`config.mk`:
```
export PLATFORM = sky130hd
export DESIGN_NAME = ofdm_demodulation_flat
export DESIGN_NICKNAME = d
export VERILOG_FILES = /design/src/rtl/ofdm_demodulation_pkg.sv /design/src/rtl/ofdm_demodulation_if.sv /design/src/rtl/ofdm_demodulation_qam_axis_slicer.sv /design/src/rtl/ofdm_demodulation.sv /design/src/flat_wrapper.sv
export SDC_FILE = /design/constraint.sdc
export NUM_CORES = 1
export LEC_CHECK = 0
export ABC_AREA = 1
export CAP_MARGIN = 40
export CORE_MARGIN = 10
export CORE_UTILIZATION = 40
export CTS_CLUSTER_DIAMETER = 80
export DETAILED_ROUTE_END_ITERATION = 8
export REMOVE_ABC_BUFFERS = 1
export SLEW_MARGIN = 5
export SYNTH_ARGS = -nofsm -noshare
export SYNTH_HDL_FRONTEND = slang
export SYNTH_SLANG_ARGS = --single-unit
```
`constraint.sdc`:
```
create_clock -name i_clk -period 2.7 [get_ports i_clk]
set_input_delay 0.54 -clock i_clk [delete_from_list [all_inputs] [get_ports i_clk]]
set_output_delay 0.54 -clock i_clk [all_outputs]
set_load 0.005 [all_outputs]
```
`src/rtl/ofdm_demodulation_pkg.sv`:
```
// ofdm_demodulation_pkg: modulation codes, per-mode unit amplitudes and bit/level lookups
package ofdm_demodulation_pkg;
  localparam logic [2:0] BPSK_MOD   = 3'd0;
  localparam logic [2:0] QPSK_MOD   = 3'd1;
  localparam logic [2:0] QAM16_MOD  = 3'd2;
  localparam logic [2:0] QAM64_MOD  = 3'd3;
  localparam logic [2:0] QAM256_MOD = 3'd4;
  localparam int BPSK_UNIT   = 8192;
  localparam int QPSK_UNIT   = 8192;
  localparam int QAM16_UNIT  = 4096;
  localparam int QAM64_UNIT  = 2048;
  localparam int QAM256_UNIT = 1024;
  function automatic logic [3:0] bps(input logic [2:0] m);
    return m == BPSK_MOD ? 4'd1 : m == QPSK_MOD ? 4'd2 : m == QAM16_MOD ? 4'd4 :
           m == QAM64_MOD ? 4'd6 : m == QAM256_MOD ? 4'd8 : 4'd0;
  endfunction
  // decision spacing is 2*unit, so slicing is an arithmetic shift by log2(2*unit)
  function automatic logic [3:0] axis_shift(input logic [2:0] m);
    return m == QAM16_MOD ? 4'($clog2(QAM16_UNIT) + 1) :
           m == QAM64_MOD ? 4'($clog2(QAM64_UNIT) + 1) :
           m == QAM256_MOD ? 4'($clog2(QAM256_UNIT) + 1) :
           m == QPSK_MOD ? 4'($clog2(QPSK_UNIT) + 1) : 4'($clog2(BPSK_UNIT) + 1);
  endfunction
  function automatic logic [4:0] axis_levels(input logic [2:0] m);
    return m == QAM16_MOD ? 5'd4 : m == QAM64_MOD ? 5'd8 : m == QAM256_MOD ? 5'd16 : 5'd2;
  endfunction
endpackage

```
`src/rtl/ofdm_demodulation_if.sv`:
```
// ofdm_demodulation_if: symbol input and byte output handshake bundle
interface ofdm_demodulation_if #(parameter int DATA_SIZE = 16);
  logic                        i_valid;
  logic [2:0]                  i_modulation;
  logic signed [DATA_SIZE-1:0] i_data_i;
  logic signed [DATA_SIZE-1:0] i_data_q;
  logic                        o_wayt_res_data;
  logic                        i_flush;
  logic                        o_valid_data;
  logic                        i_wayt_data;
  logic [7:0]                  o_data;
  modport master (
    output i_valid, i_modulation, i_data_i, i_data_q, i_flush, i_wayt_data,
    input  o_wayt_res_data, o_valid_data, o_data
  );
  modport slave (
    input  i_valid, i_modulation, i_data_i, i_data_q, i_flush, i_wayt_data,
    output o_wayt_res_data, o_valid_data, o_data
  );
endinterface

```
`src/rtl/ofdm_demodulation_qam_axis_slicer.sv`:
```
// qam_axis_slicer: nearest-level decision on one axis, returned as the per-axis Gray code
module qam_axis_slicer
  import ofdm_demodulation_pkg::*;
#(
  parameter int DATA_SIZE = 16
) (
  input  logic signed [DATA_SIZE-1:0] value,
  input  logic [2:0]                  modulation,
  output logic [3:0]                  code
);
  localparam logic [63:0] GRAY256 = {4'd9, 4'd13, 4'd15, 4'd11, 4'd10, 4'd14, 4'd12, 4'd8,
                                     4'd0, 4'd4, 4'd6, 4'd2, 4'd3, 4'd7, 4'd5, 4'd1};
  localparam logic [23:0] GRAY64  = {3'd5, 3'd7, 3'd6, 3'd4, 3'd0, 3'd2, 3'd3, 3'd1};
  localparam logic [7:0]  GRAY16  = {2'd3, 2'd2, 2'd0, 2'd1};
  logic [4:0]                lv;
  logic signed [DATA_SIZE:0] v_ext, half, lim, pos;
  logic [3:0]                idx;
  // floor(v / 2A) + M/2 gives the level index with boundary values going up; clamp saturates
  always_comb begin
    lv    = axis_levels(modulation);
    v_ext = {value[DATA_SIZE-1], value};
    half  = {{(DATA_SIZE-3){1'b0}}, lv[4:1]};
    lim   = {{(DATA_SIZE-4){1'b0}}, lv - 5'd1};
    pos   = (v_ext >>> axis_shift(modulation)) + half;
    idx   = pos[DATA_SIZE] ? 4'd0 : pos > lim ? lim[3:0] : pos[3:0];
    code  = modulation == QAM256_MOD ? GRAY256[{idx, 2'b00} +: 4] :
            modulation == QAM64_MOD  ? {1'b0, GRAY64[5'(idx[2:0]) * 5'd3 +: 3]} :
            modulation == QAM16_MOD  ? {2'b00, GRAY16[{idx[1:0], 1'b0} +: 2]} :
            {3'b000, idx[0]};
  end
endmodule

```
`src/rtl/ofdm_demodulation.sv`:
```
// ofdm_demodulation: hard-decision QAM demapper packing bits LSB-first into a byte stream
// Optional DEMOD_MOD_ERR_EN adds a sticky o_mod_err flag for symbols with an invalid mode.
module ofdm_demodulation
  import ofdm_demodulation_pkg::*;
#(
  parameter int DATA_SIZE = 16
) (
  input  logic               i_clk,
  input  logic               i_reset_n,
  ofdm_demodulation_if.slave bus
`ifdef DEMOD_MOD_ERR_EN
  ,
  output logic               o_mod_err
`endif
);
  logic [15:0] acc, placed;
  logic [4:0]  count, base;
  logic        flush_pending, accept, slot_free, pop, flush_emit;
  logic [3:0]  code_i, code_q, nbits;
  logic [7:0]  sym;
  qam_axis_slicer #(.DATA_SIZE(DATA_SIZE)) u_slice_i (
    .value(bus.i_data_i), .modulation(bus.i_modulation), .code(code_i)
  );
  qam_axis_slicer #(.DATA_SIZE(DATA_SIZE)) u_slice_q (
    .value(bus.i_data_q), .modulation(bus.i_modulation), .code(code_q)
  );
  // ready depends only on registered state and the offered mode, never on downstream ready
  always_comb begin
    nbits               = bps(bus.i_modulation);
    bus.o_wayt_res_data = !flush_pending && (count + {1'b0, nbits} <= 5'd16);
    accept              = bus.i_valid && bus.o_wayt_res_data;
    slot_free           = !bus.o_valid_data || bus.i_wayt_data;
    pop                 = count >= 5'd8 && slot_free;
    flush_emit          = flush_pending && count != 5'd0 && count < 5'd8 && slot_free;
    sym                 = nbits == 4'd0 ? 8'd0 :
                          nbits == 4'd1 ? {7'd0, code_i[0]} :
                          ({4'd0, code_q} << nbits[3:1]) | {4'd0, code_i};
    base                = count - (pop ? 5'd8 : 5'd0);
    placed              = {8'd0, sym} << base;
  end
  // accumulator, byte output slot and flush drain state
  always_ff @(posedge i_clk or negedge i_reset_n) begin
    if (!i_reset_n) begin
      acc              <= '0;
      count            <= '0;
      flush_pending    <= 1'b0;
      bus.o_valid_data <= 1'b0;
      bus.o_data       <= '0;
    end else begin
      flush_pending <= bus.i_flush || (flush_pending && count != 5'd0);
      acc           <= flush_emit ? 16'd0 : (pop ? acc >> 8 : acc) | (accept ? placed : 16'd0);
      count         <= flush_emit ? 5'd0 : base + (accept ? {1'b0, nbits} : 5'd0);
      if (pop || flush_emit) begin
        bus.o_valid_data <= 1'b1;
        bus.o_data       <= pop ? acc[7:0] : acc[7:0] & ~(8'hFF << count[2:0]);
      end else if (bus.i_wayt_data) begin
        bus.o_valid_data <= 1'b0;
      end
    end
  end
`ifdef DEMOD_MOD_ERR_EN
  // sticky flag for any consumed symbol carrying an undefined modulation code
  always_ff @(posedge i_clk or negedge i_reset_n) begin
    if (!i_reset_n) o_mod_err <= 1'b0;
    else if (accept && bus.i_modulation > QAM256_MOD) o_mod_err <= 1'b1;
  end
`endif
endmodule

```
`src/flat_wrapper.sv`:
```
// flat-port wrapper written by rule: the top's interface ports become plain ports
module ofdm_demodulation_flat import ofdm_demodulation_pkg::*;
#(
  parameter int DATA_SIZE = 16
)
  (i_clk, i_reset_n, bus_i_valid, bus_i_modulation, bus_i_data_i, bus_i_data_q, bus_i_flush, bus_i_wayt_data, bus_o_wayt_res_data, bus_o_valid_data, bus_o_data);
  ofdm_demodulation_if #(.DATA_SIZE(DATA_SIZE)) bus_i ();
  input  logic i_clk;
  input  logic i_reset_n;
  input wire logic [$bits(bus_i.i_valid)-1:0] bus_i_valid;
  input wire logic [$bits(bus_i.i_modulation)-1:0] bus_i_modulation;
  input wire logic [$bits(bus_i.i_data_i)-1:0] bus_i_data_i;
  input wire logic [$bits(bus_i.i_data_q)-1:0] bus_i_data_q;
  input wire logic [$bits(bus_i.i_flush)-1:0] bus_i_flush;
  input wire logic [$bits(bus_i.i_wayt_data)-1:0] bus_i_wayt_data;
  output wire logic [$bits(bus_i.o_wayt_res_data)-1:0] bus_o_wayt_res_data;
  output wire logic [$bits(bus_i.o_valid_data)-1:0] bus_o_valid_data;
  output wire logic [$bits(bus_i.o_data)-1:0] bus_o_data;
  assign bus_i.i_valid = bus_i_valid;
  assign bus_i.i_modulation = bus_i_modulation;
  assign bus_i.i_data_i = bus_i_data_i;
  assign bus_i.i_data_q = bus_i_data_q;
  assign bus_i.i_flush = bus_i_flush;
  assign bus_i.i_wayt_data = bus_i_wayt_data;
  assign bus_o_wayt_res_data = bus_i.o_wayt_res_data;
  assign bus_o_valid_data = bus_i.o_valid_data;
  assign bus_o_data = bus_i.o_data;
  ofdm_demodulation #(.DATA_SIZE(DATA_SIZE)) u_core (.i_clk(i_clk), .i_reset_n(i_reset_n), .bus(bus_i));
endmodule
```
==> reports/qor.txt, run 1 <==
status: finished with violations
failing checks: negative setup slack
Die X: 114 µm
RSZ-0062 raised after global routing: true
initial antenna violation count: 0
vias: 3992
maximum fanout along the worst path: 10
Slowest Stage Delay on Critical Path: 530 ps
Gate Count Post-Synth: 536
slowest CP cell: clkdlybuf4s50_1
startpoint types: primary input
sequential-to-total area share from yosys stat: 21.9%
TritonCTS sink count: 31
HP Class: register to register
Combinational Power Share: 69.1%
drt drc: 0
Switching Share: 47.5%
die height: 114 µm
PwrDens: 622 nW/µm²
Die ar.: 13000 µm²
Net Switching: 1.59 mW
Critical Path Sink Type: register
Yosys reg bits: 31
Leak: 2.65 nW
Tot GR Track Use: 15.9%
final hold violation count: 0
CORE AREA: 8680 µm²
Max Cap Viol: 0
fillcell total: 808
most frequent cells in the layout: 126 x nand2_1, 103 x buf_4, 52 x inv_1, 42 x nand3_1, 31 x dfrtp_1
Slew Viols, Final: 0
final period utilization: 165%
Crit path top cell by count: nand2_4
critical path arrival: 4660 ps
Worst Setup Slack, final: -1760 ps
first-pass GRT wire length: 17900 µm
CTS Buffer Depth: 2
io pins: 50
Nets: 746
largest net degree at the start of global routing: 32
Setup Crit Path Kind: primary input to register
# port buffers: 30
synth unique cells: 40
Yosys warning count: 0
Finished Core Util: 61.9%
number of global-route vias before repair: 3997
# setup viols final: 22
Final Skew: 6.81 ps
aggregate global routing overflow: 0
Crit path required time: 2900 ps
number of buffers created by CTS: 5
CTS root buf: clkbuf_8
placement row count: 34
diode count: 0
mean area per synthesized cell: 6.61 µm²
post-route ant nets: 0
sequential power share: 20.4%
min Tclk post-route: 4460 ps
routed length per instance: 13.6 µm
commonest non-fill, non-tap cell in the layout: nand2_1
vias per cell: 5.10
Post-Syn Area: 3540 µm²
area growth from synthesis to layout: 51.5%
Clk Latency, worst-skew pair: 280 ps
final wirelength: 10600 µm
detailed router's first-iteration violation count: 186
CTS clk-pin slew, worst paths: 60 ps
CTS tree: built
hpwl dp: 7970 µm
Clk network pwr share: 10.4%
FMAX: 224 MHz
Final Wtd Congestion: 0.893
H-tree depth: 2
crit path buf inv count: 7
Pre-Repair DR Iteration Count: 5
Peak VDD IR: 0.287 mV
Crit path max-delay family: simple AND/OR/NAND/NOR gates
Design Power: 3.34 mW
internal power: 1.75 mW
layout cells sized above 1: 39.0%
Initial Util: 40.8%
[registers in the layout, summed over array words and instances (netlist names)]
signal / flops
u_core.bus.o_valid_data: 1
u_core.flush_pending: 1
u_core.bus.o_data: 8
u_core.count: 5
u_core.acc: 16
[cell families after synthesis]
logic type / count (synthesis) / share of synthesized area (%)
other: 1 / 0.106
buffers and inverters: 80 / 8.93
AND/OR/NAND/NOR: 295 / 40.0
multiplexers: 5 / 1.41
AO/OA/AOI/OAI: 80 / 12.4
XOR/XNOR: 11 / 2.72
adder cells (fa/ha/maj): 33 / 12.5
flip-flops: 31 / 21.9
[power by group through the flow]
stage,clock (mW),sequential (mW),combinational [mW]
6_report,0.348,0.682,2.31
5_1_grt,0.375,0.701,2.56
4_1_cts,0.355,0.682,2.10
3_5_place_dp,0,0.682,1.96
3_3_place_gp,0,0.681,1.92
2_1_floorplan,0,0.709,1.14
[through the flow]
stage | TNS, ps | setup WS [ps] | instances | hold slack, ps | cell area, µm²
after floorplan | -35720 | -2210 | 524 | 244 | 3480
after global placement | -45760 | -2520 | 749 | 460 | 4570
after detailed placement | -48040 | -2620 | 749 | 458 | 4570
after CTS | -29380 | -1740 | 771 | 474 | 5020
after global routing | -35440 | -2100 | 782 | 520 | 5370
final | -29760 | -1760 | 782 | 467 | 5370
[layer usage]
layer	GRT usage, %	wire, µm	vias to the layer above
li1	-	-	2052
met1	18.6	4480	1850
met2	28.4	5510	68
met3	2.31	401	22
met4	6.10	255	0
met5	0	0	-
[cell usage after synthesis, drive strengths merged]
cell type	n	area, µm²
nor2	35	184
a22oi	2	15.0
nand4	13	87.6
o211ai	2	20.0
inv	67	251
clkbuf	5	18.8
nand3b	3	22.5
ha	29	363
nor3	2	15.0
or4	1	7.51
buf	8	46.3
o21bai	1	7.51
nand2	165	657
a21oi	24	124
xnor2	5	43.8
o21ai	45	225
a31oi	4	31.3
conb	1	3.75
a22o	2	17.5
or2	2	12.5
xor2	6	52.6
nand3	74	433
fa	4	80.1
mux2i	5	50.1
dfrtp	31	776
[timing repair]
action,4_1_cts,5_1_grt
gates resized for setup,94,69
hold buffers,0,0
setup buffers,15,11
setup endpoints to repair,22,22
pin swaps,51,49
[worst register-to-register path: cells and delay by family (launching register included)]
kind                     cells  cell delay [ps]
AO/OA/AOI/OAI                2              330
AND/OR/NAND/NOR              7              570
XOR/XNOR                     2              270
adder cells (fa/ha/maj)      2              600
flip-flops                   1              370
buffers and inverters        2              340
[path summary, 6_finish.rpt]
kind	from	to	slack, ps	cells past startpoint
setup / recovery	bus_i_data_q[15]	u_core.acc[0]	-1760	33
hold / removal	u_core.bus.o_data[0]	u_core.bus.o_data[0]	470	2
setup reg to reg	u_core.count[1]	u_core.count[4]	100	15
hold reg to reg	u_core.bus.o_data[0]	u_core.bus.o_data[0]	470	2
max in group asynchronous	i_reset_n	u_core.bus.o_data[3]	1770	2
min in group asynchronous	i_reset_n	u_core.count[1]	640	2
[final cells by class]
type	count	area, µm²	area share, %
clock buffer	7	76.3	1.42
clock inverter	1	5.00	0.0932
inverter	67	254	4.73
multi-input combinational	426	2940	54.8
sequential	31	776	14.4
tap	108	135	2.52
timing repair buffer	142	1180	22.0
Power figures use the tool's default switching activity.
==> run 2, diff against run 1 <==
--- a/config.mk
+++ b/config.mk
@@ -14,3 +14,3 @@
 export REMOVE_ABC_BUFFERS = 1
-export SLEW_MARGIN = 5
+export SLEW_MARGIN = 0
 export SYNTH_ARGS = -nofsm -noshare
--- a/constraint.sdc
+++ b/constraint.sdc
@@ -3,2 +3,2 @@
 set_output_delay 0.54 -clock i_clk [all_outputs]
-set_load 0.005 [all_outputs]
+set_load 0.02 [all_outputs]
==> run 2 against run 1 <==
  * Final cell count is 0.13% higher
  * Power grew 4.6%
  * The run still ends with negative setup slack left
  * Sequential cell count is the same
  * Worst hold slack gained 15 ps
  * Critical path depth did not move
  * Combinational power about the same
  * Setup slack got worse by 110 ps
  * Clock power grew 36%
  * Sequential power hardly changed
  * Die area is the same
  * Via count up 0.35%
  * Highest routed layer unchanged
  * Critical endpoint is now u_core.acc[9]
  * Wire length is essentially flat
==> reports/qor.txt, run 2 (same netlist as run 1, synthesis figures left out) <==
most frequent cells in the layout: 129 x nand2_1, 107 x buf_4, 51 x inv_1, 45 x nand3_1, 31 x dfrtp_1 (was 126 x nand2_1, 103 x buf_4, 52 x inv_1, 42 x nand3_1, 31 x dfrtp_1)
# setup viols final: 21 (was 22)
# port buffers: 30 (unchanged)
RSZ-0062 raised after global routing: true (unchanged)
sequential power share: 19.4% (was 20.4%)
Crit path top cell by count: nand2_2 (was nand2_4)
dpl cell area: 4580 µm² (was 4570 µm²)
number of global-route vias before repair: 4142 (was 3997)
Max Cap Viol: 0 (unchanged)
layout cells sized above 1: 37.9% (was 39.0%)
CTS Buffer Depth: 2 (unchanged)
Clk Latency, worst-skew pair: 290 ps (was 280 ps)
io pins: 50 (unchanged)
Tot GR Track Use: 16.2% (was 15.9%)
hold depth: 2 (unchanged)
fillcell total: 823 (was 808)
drt drc: 0 (unchanged)
area growth from synthesis to layout: 50.1% (was 51.5%)
hold endpoint: u_core.bus.o_data[3] (was u_core.bus.o_data[0])
FMAX: 219 MHz (was 224 MHz)
max reg flops: 16 (unchanged)
Net Switching: 1.61 mW (was 1.59 mW)
Peak VDD IR: 0.359 mV (was 0.287 mV)
CTS root buf: clkbuf_8 (unchanged)
CTS clk-pin slew, worst paths: 60 ps (about the same)
Initial Util: 40.8% (unchanged)
post-route ant nets: 0 (unchanged)
Setup Crit Path Kind: primary input to register (unchanged)
aggregate global routing overflow: 0 (unchanged)
slowest CP cell: clkdlybuf4s50_1 (unchanged)
internal power: 1.88 mW (was 1.75 mW)
initial antenna violation count: 0 (unchanged)
placement row count: 34 (unchanged)
Worst R2R Setup Slack: 50 ps (was 100 ps)
Final Skew: 6.71 ps (was 6.81 ps)
Finished Core Util: 61.3% (was 61.9%)
commonest non-fill, non-tap cell in the layout: nand2_1 (unchanged)
CTS tree: built (unchanged)
vias per cell: 5.12 (was 5.10)
min Tclk post-route: 4570 ps (was 4460 ps)
detailed router's first-iteration violation count: 206 (was 186)
Critical Path Sink Type: register (unchanged)
critical path arrival: 4790 ps (was 4660 ps)
Pre-Repair DR Iteration Count: 5 (unchanged)
hold_ws: 482 ps (was 467 ps)
diode count: 0 (unchanged)
reg2reg end: u_core.count[4] (unchanged)
Nets: 747 (was 746)
Final Wtd Congestion: 0.878 (was 0.893)
Slew Viols, Final: 0 (unchanged)
Reg2Reg Depth: 14 (was 15)
Top Registers: u_core.acc x16, u_core.bus.o_data x8, u_core.count x5 (unchanged)
routed length per instance: 13.6 µm (about the same)
final hold violation count: 0 (unchanged)
Hold Path Origin: u_core.bus.o_data[3] (was u_core.bus.o_data[0])
die height: 114 µm (unchanged)
Die ar.: 13000 µm² (unchanged)
final instance area: 5320 µm² (was 5370 µm²)
Switching Share: 46.2% (was 47.5%)
hpwl dp: 7890 µm (was 7970 µm)
Slowest Stage Delay on Critical Path: 550 ps (was 530 ps)
Clk network pwr share: 13.6% (was 10.4%)
status: finished with violations (unchanged)
Crit path required time: 2920 ps (was 2900 ps)
number of buffers created by CTS: 5 (unchanged)
HP Class: register to register (unchanged)
H-tree depth: 2 (unchanged)
final wirelength: 10600 µm (about the same)
maximum fanout along the worst path: 10 (unchanged)
Combinational Power Share: 67.0% (was 69.1%)
first-pass GRT wire length: 18200 µm (was 17900 µm)
largest net degree at the start of global routing: 32 (unchanged)
final period utilization: 169% (was 165%)
RR Startpoint: u_core.count[2] (was u_core.count[1])
failing checks: negative setup slack (unchanged)
CORE AREA: 8680 µm² (unchanged)
Reg with most FFs: u_core.acc (unchanged)
Leak: 2.65 nW (about the same)
vias: 4006 (was 3992)
startpoint types: primary input (unchanged)
TritonCTS sink count: 31 (unchanged)
Worst Setup Slack, final: -1870 ps (was -1760 ps)
Die X: 114 µm (unchanged)
PwrDens: 657 nW/µm² (was 622 nW/µm²)
-- run 2: cell count changes in the layout (fill, tap and decap cells not counted), sizes merged --
cell and delta:
buf +1, clkbuf -1, bufinv +1
-- run 2: how the worst max path moves through the flow --
stage	from	to	slack, ps	cells after the start
final	bus_i_data_q[15]	u_core.acc[9]	-1870	33
after global routing	bus_i_modulation[2]	u_core.acc[6]	-2190	41
after detailed placement	bus_i_modulation[1]	u_core.acc[4]	-2680	35
after global placement	bus_i_modulation[1]	u_core.acc[9]	-2520	40
after CTS	bus_i_modulation[1]	u_core.acc[1]	-1740	38
after floorplan	bus_i_modulation[0]	u_core.acc[7]	-2210	38
-- run 2: layout make-up --
| type | instances | area [µm²] | area share [%] |
|---|---|---|---|
| sequential | 31 | 776 | 14.6 |
| timing repair buffer | 143 | 1180 | 22.2 |
| tap | 108 | 135 | 2.54 |
| multi-input combinational | 426 | 2850 | 53.6 |
| clock inverter | 2 | 35.0 | 0.659 |
| inverter | 67 | 259 | 4.87 |
| clock buffer | 6 | 82.6 | 1.55 |
-- run 2: metrics by stage --
step / setup TNS (ps) / setup WS [ps] / power, mW / instances
after global placement: -46050 / -2520 / 2.65 / 750
after CTS: -28970 / -1740 / 3.33 / 774
after detailed placement: -48900 / -2680 / 2.68 / 750
final: -30740 / -1870 / 3.49 / 783
after floorplan: -36840 / -2210 / 1.90 / 524
after global routing: -36510 / -2190 / 3.81 / 783
-- run 2: routing by layer --
metal / wire length [µm] / track usage, % / up-vias
met5: 0 / 0 / -
met4: 276 / 6.27 / 0
met3: 457 / 2.31 / 24
met2: 5500 / 29.2 / 89
met1: 4410 / 18.7 / 1848
li1: - / - / 2045
-- run 2: power groups by stage --
| stage | sequential [mW] | combinational (mW) | clock (mW) |
|---|---|---|---|
| after floorplan | 0.747 | 1.15 | 0 |
| after global placement | 0.681 | 1.97 | 0 |
| after detailed placement | 0.681 | 2.00 | 0 |
| after CTS | 0.676 | 2.18 | 0.480 |
| after global routing | 0.699 | 2.61 | 0.502 |
| final | 0.679 | 2.34 | 0.474 |
-- run 2: critical path, delay by kind of cell --
| kind | cells | cell delay (ps) |
|---|---|---|
| buffers and inverters | 5 | 950 |
| AO/OA/AOI/OAI | 5 | 700 |
| AND/OR/NAND/NOR | 20 | 1820 |
| XOR/XNOR | 1 | 160 |
| adder cells (fa/ha/maj) | 2 | 600 |
-- run 2: repair_timing --
action / 4_1_cts / 5_1_grt
resized for setup: 95 / 49
pin swaps: 44 / 52
buffers inserted: 17 / 10
endpoints found under the setup margin: 22 / 22
hold buffers: 0 / 0
hold endpoints to repair: 0 / 0
